**src/rtl/fifo_pkg.sv**
```systemverilog
// -----------------------------------------------------------------------------
// fifo_pkg
// Shared definitions for the parametrised synchronous FIFO.
//   - ptr_w()/cnt_w(): pointer and occupancy widths derived from DEPTH.
//   - ptr_t/cnt_t:     concrete types for the default DEPTH of 16.
//   - fifo_status_t:   bundled status for consumers that carry flags together.
//   - is_pow2()/af_in_range()/ae_in_range(): elaboration-time parameter checks.
// No ports (package).
// -----------------------------------------------------------------------------
package fifo_pkg;

  localparam int unsigned DEF_DEPTH = 16;

  function automatic int unsigned ptr_w(input int unsigned depth);
    return (depth > 1) ? $clog2(depth) : 1;
  endfunction

  // One extra bit so the count can represent DEPTH itself (full).
  function automatic int unsigned cnt_w(input int unsigned depth);
    return ptr_w(depth) + 1;
  endfunction

  typedef logic [$clog2(DEF_DEPTH)-1:0] ptr_t;
  typedef logic [$clog2(DEF_DEPTH):0]   cnt_t;

  typedef struct packed {
    logic full;
    logic empty;
    logic almost_full;
    logic almost_empty;
    logic overflow;
    logic underflow;
  } fifo_status_t;

  function automatic bit is_pow2(input int unsigned v);
    return (v >= 2) && ((v & (v - 1)) == 0);
  endfunction

  function automatic bit af_in_range(input int af, input int depth);
    return (af >= 1) && (af <= depth);
  endfunction

  function automatic bit ae_in_range(input int ae, input int depth);
    return (ae >= 0) && (ae <= depth - 1);
  endfunction

endpackage

```
**src/rtl/fifo_mem.sv**
```systemverilog
// -----------------------------------------------------------------------------
// fifo_mem
// Simple dual-port storage: one synchronous write port, one asynchronous
// read port. Contents are not reset.
// Ports:
//   i_clk   - write clock
//   i_we    - write enable
//   i_waddr - write address
//   i_wdata - write data
//   i_raddr - read address
//   o_rdata - read data (combinational from i_raddr)
// -----------------------------------------------------------------------------
module fifo_mem
  import fifo_pkg::*;
#(
  parameter int WIDTH = 8,
  parameter int DEPTH = 16
) (
  input  logic                           i_clk,
  input  logic                           i_we,
  input  logic [ptr_w(DEPTH)-1:0]        i_waddr,
  input  logic [WIDTH-1:0]               i_wdata,
  input  logic [ptr_w(DEPTH)-1:0]        i_raddr,
  output logic [WIDTH-1:0]               o_rdata
);

  logic [WIDTH-1:0] r_mem [DEPTH];

  always_ff @(posedge i_clk) begin
    if (i_we) begin
      r_mem[i_waddr] <= i_wdata;
    end
  end

  assign o_rdata = r_mem[i_raddr];

endmodule

```
**src/rtl/fifo_sync_param.sv**
```systemverilog
// -----------------------------------------------------------------------------
// fifo_sync_param
// Parametrised synchronous FIFO with push/pop handshake, registered occupancy
// count, almost-full/almost-empty thresholds and sticky error flags.
// FWFT=0: data_out is a register loaded on each accepted pop.
// FWFT=1: data_out shows the head word whenever the FIFO is not empty, else 0.
// Ports:
//   clk, rst_n    - clock, asynchronous active-low reset
//   push, data_in - write request and data
//   pop           - read request
//   data_out      - read data
//   full, empty, almost_full, almost_empty - status derived from count
//   count         - occupancy 0..DEPTH
//   overflow      - sticky: push attempted while full without a same-cycle pop
//   underflow     - sticky: pop attempted while empty
//   clr_err       - synchronous clear of overflow/underflow
// -----------------------------------------------------------------------------
module fifo_sync_param
  import fifo_pkg::*;
#(
  parameter int WIDTH    = 8,
  parameter int DEPTH    = 16,
  parameter int AF_LEVEL = DEPTH - 2,
  parameter int AE_LEVEL = 2,
  parameter int FWFT     = 0
) (
  input  logic                   clk,
  input  logic                   rst_n,
  input  logic                   push,
  input  logic [WIDTH-1:0]       data_in,
  input  logic                   pop,
  output logic [WIDTH-1:0]       data_out,
  output logic                   full,
  output logic                   empty,
  output logic                   almost_full,
  output logic                   almost_empty,
  output logic [$clog2(DEPTH):0] count,
  output logic                   overflow,
  output logic                   underflow,
  input  logic                   clr_err
);

  localparam int PW = ptr_w(DEPTH);
  localparam int CW = cnt_w(DEPTH);
  localparam logic [CW-1:0] C_DEPTH = CW'(DEPTH);
  localparam logic [CW-1:0] C_AF    = CW'(AF_LEVEL);
  localparam logic [CW-1:0] C_AE    = CW'(AE_LEVEL);

  if (!is_pow2(DEPTH)) begin : g_chk_depth
    $error("fifo_sync_param: DEPTH must be a power of two >= 2");
  end
  if (!af_in_range(AF_LEVEL, DEPTH)) begin : g_chk_af
    $error("fifo_sync_param: AF_LEVEL must be in 1..DEPTH");
  end
  if (!ae_in_range(AE_LEVEL, DEPTH)) begin : g_chk_ae
    $error("fifo_sync_param: AE_LEVEL must be in 0..DEPTH-1");
  end

  logic [PW-1:0]    r_wr_ptr;
  logic [PW-1:0]    r_rd_ptr;
  logic [CW-1:0]    r_count;
  logic             r_overflow;
  logic             r_underflow;
  logic             w_full;
  logic             w_empty;
  logic             w_pop_ok;
  logic             w_push_ok;
  logic             w_ovf_evt;
  logic             w_unf_evt;
  logic [WIDTH-1:0] w_rd_data;

  // Flags come from the registered count only, never from pointer compare.
  assign w_full  = (r_count == C_DEPTH);
  assign w_empty = (r_count == '0);

  // A pop frees a slot in the same cycle, so a full FIFO may still take a push.
  // There is no bypass: a pop on an empty FIFO is rejected even with a push.
  assign w_pop_ok  = pop & ~w_empty;
  assign w_push_ok = push & (~w_full | w_pop_ok);
  assign w_ovf_evt = push & ~w_push_ok;
  assign w_unf_evt = pop & ~w_pop_ok;

  always_ff @(posedge clk or negedge rst_n) begin
    if (!rst_n) begin
      r_wr_ptr    <= '0;
      r_rd_ptr    <= '0;
      r_count     <= '0;
      r_overflow  <= 1'b0;
      r_underflow <= 1'b0;
    end else begin
      if (w_push_ok) r_wr_ptr <= r_wr_ptr + 1'b1;
      if (w_pop_ok)  r_rd_ptr <= r_rd_ptr + 1'b1;
      if (w_push_ok && !w_pop_ok) begin
        r_count <= r_count + 1'b1;
      end else if (!w_push_ok && w_pop_ok) begin
        r_count <= r_count - 1'b1;
      end
      // A new error wins over a same-cycle clear.
      if (w_ovf_evt)    r_overflow <= 1'b1;
      else if (clr_err) r_overflow <= 1'b0;
      if (w_unf_evt)    r_underflow <= 1'b1;
      else if (clr_err) r_underflow <= 1'b0;
    end
  end

  fifo_mem #(
    .WIDTH (WIDTH),
    .DEPTH (DEPTH)
  ) u_mem (
    .i_clk   (clk),
    .i_we    (w_push_ok),
    .i_waddr (r_wr_ptr),
    .i_wdata (data_in),
    .i_raddr (r_rd_ptr),
    .o_rdata (w_rd_data)
  );

  if (FWFT == 0) begin : g_reg_read
    logic [WIDTH-1:0] r_data_out;
    always_ff @(posedge clk or negedge rst_n) begin
      if (!rst_n) begin
        r_data_out <= '0;
      end else if (w_pop_ok) begin
        r_data_out <= w_rd_data;
      end
    end
    assign data_out = r_data_out;
  end else begin : g_fwft_read
    assign data_out = w_empty ? '0 : w_rd_data;
  end

  assign count        = r_count;
  assign full         = w_full;
  assign empty        = w_empty;
  assign almost_full  = (r_count >= C_AF);
  assign almost_empty = (r_count <= C_AE);
  assign overflow     = r_overflow;
  assign underflow    = r_underflow;

endmodule

```
**config.mk**
```make
export PLATFORM = sky130hd
export DESIGN_NAME = fifo_sync_param
export DESIGN_NICKNAME = d
export VERILOG_FILES = /design/src/rtl/fifo_pkg.sv /design/src/rtl/fifo_mem.sv /design/src/rtl/fifo_sync_param.sv
export SDC_FILE = /design/constraint.sdc
export NUM_CORES = 1
export LEC_CHECK = 0
export ABC_CLOCK_PERIOD_IN_PS = 4000
export BUFFER_PORTS_ARGS = -buffer_cell sky130_fd_sc_hd__clkbuf_2
export CAP_MARGIN = 20
export CORE_MARGIN = 2
export CORE_UTILIZATION = 25
export CTS_BUF_LIST = sky130_fd_sc_hd__clkbuf_16
export CTS_CLUSTER_DIAMETER = 40
export CTS_CLUSTER_SIZE = 24
export DETAILED_ROUTE_END_ITERATION = 7
export PLACE_DENSITY = 0.39
export SLEW_MARGIN = 20
export SYNTH_ARGS = -nofsm -noshare
export SYNTH_HDL_FRONTEND = slang
export SYNTH_SLANG_ARGS = --single-unit
```
**constraint.sdc**
```tcl
create_clock -name clk -period 4 [get_ports clk]
set_clock_uncertainty 0.05 [all_clocks]
set_input_delay 0 -clock clk [delete_from_list [all_inputs] [get_ports clk]]
set_output_delay 0 -clock clk [all_outputs]
set_load 0.005 [all_outputs]
```
; ---- Word-level counts from Yosys, hierarchy flattened
; Memory sizes are Yosys's and may differ from the RTL's. A register that Yosys moved wholly into a read port is not among the register bits.
; Cells that the tools add are included.
[word_totals]
register_bits = 15
latchBits = 0
ram_bits = 128
mem_bits_ro = 0
in_bits = 13
out_inout_bits = 19
wordCells = 38
n_memories = 1
[classes]
addsub = 4
mul = 0
n_div = 0
order_cmp = 2
eq_ne = 1
n_shift = 0
n_mux = 7
n_bitwise = 9
reduce_logical = 9
[memory_table]
columns = name, words, width, read_ports, rd_ports_with_merged_regs, wr, line_no
row1 = u_mem.r_mem, 16, 8, 1, 1, 1, fifo_mem.sv:27  ; logic [WIDTH-1:0] r_mem [DEPTH];
[ops]
columns = cell, count
row1 = 2-to-1 mux 5 bit, 2
row2 = "adder 4 x 1 -> 4 bit, second input constant", 2
row3 = nonzero test 2 bit, 3
row4 = "adder 5 x 1 -> 5 bit, second input constant", 1
row5 = "== test 5 bit, second input constant", 1
row6 = "greater-or-equal comparator 5 x 4 -> 1 bit, second input constant", 1
row7 = "<= comparator 5 x 2 -> 1 bit, second input constant", 1
row8 = logical NOT 5 bit, 1
row9 = 2-to-1 mux 1 bit, 5
row10 = "subtractor 5 x 1 -> 5 bit, second input constant", 1
row11 = AND 1 bit, 4
row12 = inverter 1 bit, 4
row13 = logical NOT 1 bit, 3
row14 = logical AND 1 bit, 2
row15 = bitwise OR 1 bit, 1

; ---- Depth between registers and ports, before layout
; Gate-level depths: netlist of the first run.
[depth]
ltp_word = 9
depth_mapped = 11
depth_no_buf = 10

; ---- Modules after synthesis
; A second synthesis of the first run with hierarchy kept.
[hier_totals]
cells_unflattened = 315
hier_area_um2 = 6123.4
[modules_own_cells]
columns = mod, n_inst, cells_each, area_each_um2, seq_area_each_um2
row1 = fifo_mem, 1, 221, 4987.3, 3843.7
row2 = fifo_sync_param, 1, 94, 1136.1, 575.6

; ---- Least setup slack after synthesis of the first run
; No wires, ideal clock.
[synth_timing]
path_type = register to register
from = register r_count[0], in the netlist count[0]
to = register r_count[4], in the netlist count[4]
setup_ps = 80
arrival_time_ps = 2631
required_ps = 3870
setup_slack_ps = 1239
path_stages_with_launch = 11
n_path_buf = 1
period_less_slack_ps = 2761
path_cell_list = dfrtp_1 -> or4_1 -> o31a_1 -> buf_6 -> ha_1 -> inv_1 -> ha_1 -> a21o_1 -> a21oi_1 -> mux2i_1 -> xnor2_1
[synth_between]
elab_chain_cells = 8
elab_cells_between_ends = 16
cone_classes = add/sub: 2 / eq/ne: 1 / mux: 2 / bitwise: 5 / reduce/logical: 6
[synth_rtl]
columns = element, line_no
row1 = "start, declared", fifo_sync_param.sv:61  ; logic [CW-1:0] r_count;
row2 = "start signal, assigned", fifo_sync_param.sv:94  ; r_count <= r_count + 1'b1;
row3 = "start signal, assigned", fifo_sync_param.sv:96  ; r_count <= r_count - 1'b1;
row4 = logical NOT 5 bit, fifo_sync_param.sv:74  ; assign w_empty = (r_count == '0);
row5 = inverter 1 bit, fifo_sync_param.sv:78  ; assign w_pop_ok = pop & ~w_empty;
row6 = AND 1 bit, fifo_sync_param.sv:78
row7 = bitwise OR 1 bit *, fifo_sync_param.sv:79  ; assign w_push_ok = push & (~w_full | w_pop_ok);
row8 = AND 1 bit *, fifo_sync_param.sv:79
row9 = via u_mem.i_we, fifo_mem.sv:20  ; input logic i_we,
row10 = logical NOT 1 bit, fifo_sync_param.sv:95  ; end else if (!w_push_ok && w_pop_ok) begin
row11 = logical AND 1 bit, fifo_sync_param.sv:95
row12 = nonzero test 2 bit (no line), -
; The timed path passes the listed nets; every way through them passes the cells marked *. The select of a mux whose other input is x is not followed.
; A chain may end at the register's enable or synchronous reset.

; ---- Worst setup path in the final report of the first run
[layout_timing]
from = register r_count[0], in the netlist count[0]
to = register r_count[4], in the netlist count[4]
[layout_between]
elab_chain_cells = 8
elab_cells_between_ends = 16
cone_classes = add/sub: 2 / eq/ne: 1 / mux: 2 / bitwise: 5 / reduce/logical: 6
[layout_rtl]
columns = element, line_no
row1 = logical NOT 5 bit, fifo_sync_param.sv:74
row2 = inverter 1 bit, fifo_sync_param.sv:78
row3 = AND 1 bit, fifo_sync_param.sv:78
row4 = bitwise OR 1 bit, fifo_sync_param.sv:79
row5 = AND 1 bit, fifo_sync_param.sv:79
row6 = logical NOT 1 bit, fifo_sync_param.sv:95
row7 = logical AND 1 bit, fifo_sync_param.sv:95
row8 = nonzero test 2 bit (no line), -
; Parallel ways exist; a longest one is shown, timed or not. The select of a mux whose other input is x is not followed.

==> flow_summary.yaml, run 1 <==
logic_synthesis:
  synthCells: 316
  ys_warn_count: 0
  synth_compound_area_share_pct: 2.46
  synth_xor_xnor_area_share_pct: 1.45
  synthAdderAreaFrac_pct: 2.19
  synth_async_sr_flop_share_pct: 15.2
  synthMuxAreaShare_pct: 15.1
  synth_area_leader_cell: "edfxtp_1"
  yosysUniqueCellTypes: 34
  ys_seq_elements: 151
  syn_nets: 339
  synth-edff-count: 128
  synth_flop_cell: "edfxtp_1"
  synth-seq-area-share_pct: 73.0
  syn_area_um2: 6050
  yosysTopAreaCellShare_pct: 63.5
  synth_area_leaders: "edfxtp_1 (64%), mux4_2 (12%), dfrtp_1 (9.5%), mux2i_1 (2.8%), ha_1 (1.9%)"
  synth_top_family_by_area: "multiplexers"
  synthSimpleGateAreaFrac_pct: 3.74
  avgSynthCellArea_um2: 19.1
placed_design:
  placed_cells: 663
  dp_slack_ns: 0.888
  place.detailed.hpwl_mm: 8.46
  port_buffers: 31
  gp_congestion: 0.737
global_route:
  antenna_found_initial: 0
  busiest_layer: "met2"
  use_met1_pct: 14.9
  grt_pass1_wl_mm: 20.2
  grt_use_met2_pct: 16.9
  grt_pass1_vias: 3185
  grt_max_degree: 28
  grt_use_met3_pct: 3.39
  overflow: 0
  gr-usage-all-layers_pct: 11.0
detailed_routing:
  wirelength_mm: 13.2
  drcViolationCount: 0
  via_per_inst: 4.23
  vias: 2992
  avgRoutedWirePerCell_um: 18.6
  drt_iter0_drc: 211
  drt_pass1_iterations: 5
  ant_nets: 0
worst_setup_path:
  path_max_fanout: 12
  worst-setup-path-type: "reg2reg"
  crit_path_end_kind: "flip-flop"
  startpoint_type: "flip-flop"
  arrival_ns: 3.39
  crit_required_ns: 4.30
power_and_ir_drop:
  peakVddDrop_mv: 0.264
  p_leak_uw: 0.00255
  clkPwrFrac_pct: 29.9
  p_int_uw: 3450
  seqPwrFrac_pct: 42.2
  switchingPower_uw: 1610
  p_per_area_nw_per_um2: 693
  p_sw_share_pct: 31.8
  p_comb_share_pct: 27.8
final_layout:
  drive_above_1_share_pct: 28.8
  fin_cells: 708
  fillers: 2335
  area_delta_synth_final_pct: 20.8
  fin_nets: 399
  diodes: 0
timing:
  slew_violations: 0
  setup_viol: 0
  period_needed_ns: 3.10
  tightest_slew_ns: 1.00
  min_period_over_period_pct: 77.4
  fin_ws_ns: 0.904
  slew_headroom_pct: 32.9
  fmax_ghz: 0.323
  fin_setup_tns_ns: 0
  hold_violations: 0
  rsz0062_at_grt: "no"
cts:
  cts_resized: 0
  htreeDepth: 4
  cts_tree: "done"
  clockRootBuffer: "clkbuf_16"
  clock_latency_ns: 0.43
  cts_hold_buffers: 13
  clk_pin_slew_ns: 0.06
  cts.sinks: 151
  cts_buffers: 17
  cts_buffer_depth: 2
  post-cts-setup-buffer-count: 0
job:
  cap_violations: 0
die:
  die_x_um: 160
  core-area_um2: 23600
  rows: 56
  dieArea_um2: 25500
  die-height_um: 160
  ioPinCount: 32
  start_util_pct: 25.6
status:
  status: "completed"
hold_path:
  min_path_type: "in2async"
-- through the flow --
step	utilization (%)	instance area, µm²	hold WS (ns)	power [µW]
after floorplan	-	6050	-0.346	3140
after global placement	28.0	6610	0.00680	3610
after detailed placement	28.0	6610	0.0247	3620
after CTS	31.0	7310	0.0974	5170
after global routing	31.0	7310	0.129	5370
final	31.0	7310	0.0913	5060
-- registers in the layout, indices dropped and copies added, names as in the netlist --
name,flops
r_wr_ptr,4
count,5
r_rd_ptr,4
underflow,1
u_mem.r_mem,128
data_out,8
overflow,1
-- cells in the final DEF, fill, tap and decap left out, drive strengths merged, types with 4 or more instances in the layout --
cell / synthesis / final
inv: 8 / 15
edfxtp: 128 / 128
nand2: 23 / 23
nor3: 4 / 4
clkbuf: 4 / 48
dfrtp: 23 / 23
mux4: 32 / 32
mux2i: 17 / 17
clkinv: 0 / 6
ha: 9 / 9
buf: 12 / 13
o221ai: 7 / 7
nor2: 15 / 15
xnor2: 9 / 9
dlygate4sd3: 0 / 13
o21ai: 4 / 4
-- cell type report --
cell class | instances | area, µm² | area share [%]
sequential | 151 | 4420 | 60.5
tap | 319 | 399 | 5.46
clock buffer | 17 | 425 | 5.82
clock inverter | 15 | 143 | 1.95
inverter | 8 | 30.0 | 0.411
timing repair buffer | 57 | 383 | 5.24
multi-input combinational | 141 | 1510 | 20.6
-- routing by layer --
| layer | vias up | part of all wire [%] |
|---|---|---|
| li1 | 1371 | - |
| met1 | 1555 | 48 |
| met2 | 54 | 47 |
| met3 | 12 | 3.7 |
| met4 | 0 | 1.0 |
| met5 | - | 0 |
-- synthesized netlist by cell type, drive strengths merged, types with 4 or more instances --
| cell | count |
|---|---|
| ha | 9 |
| nor2 | 15 |
| o21ai | 4 |
| mux2i | 17 |
| inv | 8 |
| dfrtp | 23 |
| mux4 | 32 |
| nand2 | 23 |
| buf | 12 |
| nor3 | 4 |
| o221ai | 7 |
| edfxtp | 128 |
| clkbuf | 4 |
| xnor2 | 9 |
-- power by group through the flow --
| stage | clock network (µW) | registers [µW] | logic (µW) |
|---|---|---|---|
| detailed placement | 0 | 2170 | 1450 |
| finish | 1520 | 2140 | 1410 |
| global placement | 0 | 2170 | 1440 |
| floorplan | 0 | 2090 | 1050 |
| CTS | 1560 | 2150 | 1460 |
| global route | 1630 | 2170 | 1560 |
-- cells by family (layout without fill, tap and decap cells) --
kind of cell / count (synthesis) / after routing
xor gates and xnor gates: 10 / 10
adders and majority gates: 10 / 10
DFF: 151 / 151
AOI/OAI and AO/OA: 20 / 20
muxes: 51 / 51
and+or+nand+nor: 50 / 50
buffers and inverters: 24 / 97
-- critical path, stage by stage, from the launching register on --
cell     delay, ns
dfrtp_1       0.47
nor4_1        0.40
a21oi_1       0.23
inv_1         0.38
ha_1          0.24
inv_1         0.11
fa_1          0.42
a21o_1        0.20
a21oi_1       0.17
mux2i_1       0.23
xnor2_1       0.13
-- worst paths after layout --
kind                                to         from  slack, ns  cells after the start
min                           count[0]        rst_n       0.09                      2
max                           count[4]     count[0]       0.90                     10
min in group clk              overflow      clr_err       0.36                      4
max in group asynchronous  r_wr_ptr[1]        rst_n       3.37                      2
min reg2reg                data_out[5]  data_out[5]       0.47                      2
max reg2reg                   count[4]     count[0]       0.90                     10
Power figures use the tool's default switching activity.
==> run 2, diff against run 1 <==
--- a/config.mk
+++ b/config.mk
@@ -5,7 +5,7 @@
 export SDC_FILE = /design/constraint.sdc
 export NUM_CORES = 1
 export LEC_CHECK = 0
-export ABC_CLOCK_PERIOD_IN_PS = 4000
+export ABC_CLOCK_PERIOD_IN_PS = 2900
 export BUFFER_PORTS_ARGS = -buffer_cell sky130_fd_sc_hd__clkbuf_2
 export CAP_MARGIN = 20
 export CORE_MARGIN = 2
==> constraint.sdc (replaced) <==
create_clock -name clk -period 2.9 [get_ports clk]
set_clock_uncertainty 0.05 [all_clocks]
set_input_delay 0 -clock clk [delete_from_list [all_inputs] [get_ports clk]]
set_output_delay 0 -clock clk [all_outputs]
set_load 0.005 [all_outputs]
==> flow_summary.yaml, run 2 (same netlist as run 1, synthesis figures left out) <==
worst_setup_path:
  r2r_cells: 9
  arrival_ns: 2.96
  ff2ff_setup_slack_ns: 0.24
  worst_path_most_repeated_cell: "ha_1"
  crit_chain: "or4_1 > o31a_1 > ha_1 > inv_2 > ha_1 > a21o_1 > a21oi_1 > mux2i_1 > xnor2_1"
  worst_path_max_delay_cell: "or4_1"
  r2r_end: "count[4]"
  slowest_delay_ns: 0.55
  crit_path_end_kind: "flip-flop"
  r2r-start: "count[0]"
  path_max_fanout: 5
  startpoint_type: "flip-flop"
  worst-setup-path-type: "reg2reg"
  crit_required_ns: 3.19
power_and_ir_drop:
  seqPwrFrac_pct: 41.2
  clkPwrFrac_pct: 29.9
  p_sw_share_pct: 31.9
  total_power_uw: 7060
  switchingPower_uw: 2250
  p_int_uw: 4810
  p_leak_uw: 0.00255
  peakVddDrop_mv: 0.375
  p_comb_share_pct: 29.0
  p_per_area_nw_per_um2: 963
timing:
  worst_hold_slack_ns: 0.0970
  fin_setup_tns_ns: 0
  min_period_over_period_pct: 91.9
  fmax_ghz: 0.375
  rsz0062_at_grt: "no"
  slew_headroom_pct: 32.0
  period_needed_ns: 2.66
  hold_violations: 0
  tightest_slew_ns: 1.02
  slew_violations: 0
  setup_viol: 0
final_layout:
  diodes: 0
  mostFrequentLayoutCells: "edfxtp_1 (128), mux4_2 (32), clkbuf_2 (31)"
  area_delta_synth_final_pct: 21.2
  top_register: "u_mem.r_mem"
  layout_commonest_cell: "edfxtp_1"
  stdcell_area_um2: 7330
  drive_above_1_share_pct: 29.5
  fin_nets: 401
  largest_reg_flops: 128
placed_design:
  postPlaceCellArea_um2: 6630
  port_buffers: 31
  place.detailed.hpwl_mm: 8.24
  gp_congestion: 0.720
cts:
  cts.sinks: 151
  clockRootBuffer: "clkbuf_16"
  clock_latency_ns: 0.42
  clk_pin_slew_ns: 0.07
  cts_tree: "done"
  htreeDepth: 4
  post-cts-setup-buffer-count: 0
  cts_buffer_depth: 2
  cts_buffers: 17
global_route:
  overflow: 0
  antenna_found_initial: 0
  grt_pass1_wl_mm: 20.3
  grt_max_degree: 28
  grt_pass1_vias: 3238
  gr-usage-all-layers_pct: 11.0
detailed_routing:
  ant_nets: 0
  avgRoutedWirePerCell_um: 18.6
  vias: 3015
  drt_pass1_iterations: 4
  wirelength_mm: 13.2
  drt_iter0_drc: 204
  via_per_inst: 4.25
  drcViolationCount: 0
die:
  die-height_um: 160
  dieArea_um2: 25500
  die_x_um: 160
  ioPinCount: 32
  start_util_pct: 25.6
  core-area_um2: 23600
  rows: 56
status:
  status: "completed"
job:
  cap_violations: 0
hold_path:
  min_path_type: "in2async"
## run 2: per-stage QoR
stage / worst slack [ns] / instances / util (%)
global placement: 0.239 / 664 / 28.1
finish: 0.236 / 709 / 31.1
detailed placement: 0.174 / 664 / 28.1
floorplan: 0.139 / 316 / -
global route: 0.0425 / 709 / 31.1
CTS: 0.151 / 708 / 31.0
## run 2: area by class of cell
class / instances / area, µm²
clock buffer: 17 / 425
inverter: 8 / 30.0
fill: 2336 / 16300
multi-input combinational: 141 / 1510
tap: 319 / 399
clock inverter: 14 / 136
timing repair buffer: 59 / 414
sequential: 151 / 4420
## run 2: worst max path at each step
| stage | startpoint | to | depth (start not counted) | slack (ns) |
|---|---|---|---|---|
| after global routing | count[0] | count[4] | 9 | 0.04 |
| final | count[0] | count[4] | 9 | 0.24 |
| after CTS | count[0] | count[4] | 9 | 0.15 |
| after floorplan | count[0] | count[4] | 10 | 0.14 |
| after global placement | count[0] | count[4] | 9 | 0.24 |
| after detailed placement | count[0] | count[4] | 9 | 0.17 |
## run 2: power groups by stage
stage / clock network [µW] / registers (µW) / logic [µW]
after floorplan: 0 / 2880 / 1450
after global placement: 0 / 2940 / 2080
after detailed placement: 0 / 2950 / 2090
after CTS: 2160 / 2910 / 2120
after global routing: 2240 / 2940 / 2270
final: 2110 / 2910 / 2040
## run 2: critical path, delay by kind of cell, from the launching register on
| family | cells | cell delay [ns] |
|---|---|---|
| compound gates | 3 | 0.63 |
| xor+xnor | 1 | 0.13 |
| fa+ha+maj | 2 | 0.48 |
| buf+inv | 1 | 0.10 |
| flops | 1 | 0.41 |
| mux | 1 | 0.23 |
| simple gates | 1 | 0.55 |
## run 2: timing repair
item,CTS,global route
resized for setup,0,1
setup endpoints to repair,0,1
hold buffers,13,0
endpoints found under the hold margin,151,0
## run 2: layer usage
metal	track usage, %	wire (µm)	part of all wire, %
met1	14.6	6220	47
met5	0	0	0
met4	3.35	167	1.3
met2	17.5	6330	48
met3	2.97	488	3.7
==> run 3, diff against run 2 <==
--- a/config.mk
+++ b/config.mk
@@ -8,14 +8,16 @@
 export ABC_CLOCK_PERIOD_IN_PS = 2900
 export BUFFER_PORTS_ARGS = -buffer_cell sky130_fd_sc_hd__clkbuf_2
 export CAP_MARGIN = 20
+export CELL_PAD_IN_SITES_DETAIL_PLACEMENT = 1
+export CELL_PAD_IN_SITES_GLOBAL_PLACEMENT = 1
 export CORE_MARGIN = 2
 export CORE_UTILIZATION = 25
 export CTS_BUF_LIST = sky130_fd_sc_hd__clkbuf_16
 export CTS_CLUSTER_DIAMETER = 40
 export CTS_CLUSTER_SIZE = 24
 export DETAILED_ROUTE_END_ITERATION = 7
-export PLACE_DENSITY = 0.39
-export SLEW_MARGIN = 20
+export PLACE_DENSITY = 0.43
+export REMOVE_ABC_BUFFERS = 1
 export SYNTH_ARGS = -nofsm -noshare
 export SYNTH_HDL_FRONTEND = slang
 export SYNTH_SLANG_ARGS = --single-unit
==> flow_summary.yaml, run 3 (same netlist as run 1, synthesis figures left out) <==
status:
  status: "completed"
global_route:
  overflow: 0
  use_met1_pct: 15.5
  grt_max_degree: 35
  gr-usage-all-layers_pct: 11.5
  grt_use_met3_pct: 2.34
  busiest_layer: "met2"
  grt_pass1_vias: 3354
  antenna_found_initial: 0
  grt_use_met2_pct: 18.1
  grt_pass1_wl_mm: 21.2
final_layout:
  seqCellArea_um2: 4420
  final_util_pct: 31.1
  mostFrequentLayoutCells: "edfxtp_1 (128), mux4_2 (32), clkbuf_2 (31)"
  fillers: 2396
  largest_reg_flops: 128
  layout_commonest_cell: "edfxtp_1"
  fin_nets: 403
  stdcell_area_um2: 7340
  top_register: "u_mem.r_mem"
  diodes: 0
  drive_above_1_share_pct: 30.3
  multiInputGateArea_um2: 1520
  area_delta_synth_final_pct: 21.3
timing:
  slew_violations: 0
  tightest_slew_ns: 1.02
  slew_headroom_pct: 32.0
  hold_violations: 0
  fmax_ghz: 0.376
  min_period_over_period_pct: 91.8
  period_needed_ns: 2.66
  fin_setup_tns_ns: 0
  rsz0062_at_grt: "no"
  setup_viol: 0
hold_path:
  min_path_type: "in2reg"
cts:
  post-cts-setup-buffer-count: 0
  clock_latency_ns: 0.41
  cts.sinks: 151
  clk_pin_slew_ns: 0.06
  cts_buffers: 17
  cts_tree: "done"
  clockRootBuffer: "clkbuf_16"
  cts_buffer_depth: 2
  htreeDepth: 4
worst_setup_path:
  crit_chain: "or4_1 > o31a_1 > ha_1 > inv_2 > ha_1 > a21o_1 > a21oi_1 > mux2i_1 > xnor2_1"
  arrival_ns: 2.94
  worst-setup-path-type: "reg2reg"
  startpoint_type: "flip-flop"
  crit_required_ns: 3.18
  path_max_fanout: 5
  worst_path_most_repeated_cell: "ha_1"
  crit_path_end_kind: "flip-flop"
  worst_path_max_delay_cell: "or4_1"
  slowest_delay_ns: 0.55
placed_design:
  gp_congestion: 0.730
  port_buffers: 31
  place.detailed.hpwl_mm: 9.07
  postPlaceCellArea_um2: 6700
detailed_routing:
  drcViolationCount: 0
  wirelength_mm: 13.8
  avgRoutedWirePerCell_um: 19.4
  drt_iter0_drc: 165
  drt_pass1_iterations: 4
  ant_nets: 0
  vias: 3055
  via_per_inst: 4.29
power_and_ir_drop:
  peakVddDrop_mv: 0.333
  p_leak_uw: 0.00257
  p_per_area_nw_per_um2: 956
die:
  rows: 56
  die-height_um: 160
  start_util_pct: 25.6
  die_x_um: 160
  dieArea_um2: 25500
  ioPinCount: 32
  core-area_um2: 23600
job:
  cap_violations: 0
==> run 3: changes by cell type in the layout (fill, tap and decap cells not counted), sizes merged <==
cell         delta
clkinv          +3
clkinvlp        -1
buf             +5
dlygate4sd3     -3
inv             -1
==> run 3: power by group <==
part / total, µW / internal (µW) / switching (µW)
Combinational: 2140 / 1020 / 1120
Clock: 1980 / 1090 / 884
Sequential: 2900 / 2700 / 199
==> run 3: critical path, delay by kind of cell, from the launching register on <==
family | cells | cell delay (ns)
flops | 1 | 0.38
xor+xnor | 1 | 0.14
simple gates | 1 | 0.55
mux | 1 | 0.25
fa+ha+maj | 2 | 0.48
compound gates | 3 | 0.62
buf+inv | 1 | 0.11
==> run 3: worst paths after layout <==
| path | startpoint | end | slack [ns] | cells after the start |
|---|---|---|---|---|
| max in group asynchronous | rst_n | r_rd_ptr[1] | 2.24 | 2 |
| min reg2reg | data_out[5] | data_out[5] | 0.45 | 2 |
| min | data_in[3] | u_mem.r_mem[10][3] | 0.02 | 1 |
| max reg2reg | count[0] | count[4] | 0.24 | 9 |
| max | count[0] | count[4] | 0.24 | 9 |
| min in group asynchronous | rst_n | count[4] | 0.09 | 2 |
==> run 3: metal layers <==
metal | vias to the layer above | wire length [µm]
met1 | 1629 | 6540
met3 | 11 | 438
met2 | 38 | 6680
met5 | - | 0
met4 | 0 | 187
li1 | 1377 | -
==> run 3: final cells by class <==
type | count | share of cell area, %
Sequential cell | 151 | 60.2
Multi-Input combinational cell | 141 | 20.8
Timing Repair Buffer | 61 | 5.97
Clock buffer | 17 | 5.80
Tap cell | 319 | 5.44
Clock inverter | 15 | 1.38
Inverter | 8 | 0.409
==> run 3: per-stage QoR <==
| stage | cells | hold slack [ns] | worst slack (ns) | total power (µW) |
|---|---|---|---|---|
| 2_1_floorplan | 300 | -0.346 | 0.112 | 4250 |
| 3_3_place_gp | 668 | 0.0149 | 0.205 | 5080 |
| 3_5_place_dp | 670 | 0.0259 | 0.162 | 5120 |
| 4_1_cts | 712 | 0.000140 | 0.128 | 7130 |
| 5_1_grt | 712 | 0.0297 | 0.0147 | 7440 |
| 6_report | 712 | 0.0150 | 0.239 | 7020 |
==> run 3: what timing repair did <==
item                       in CTS  in global routing
setup endpoints to repair       0                  1
hold endpoints to repair       87                  0
resized for setup               0                  3
hold buffers                   10                  0
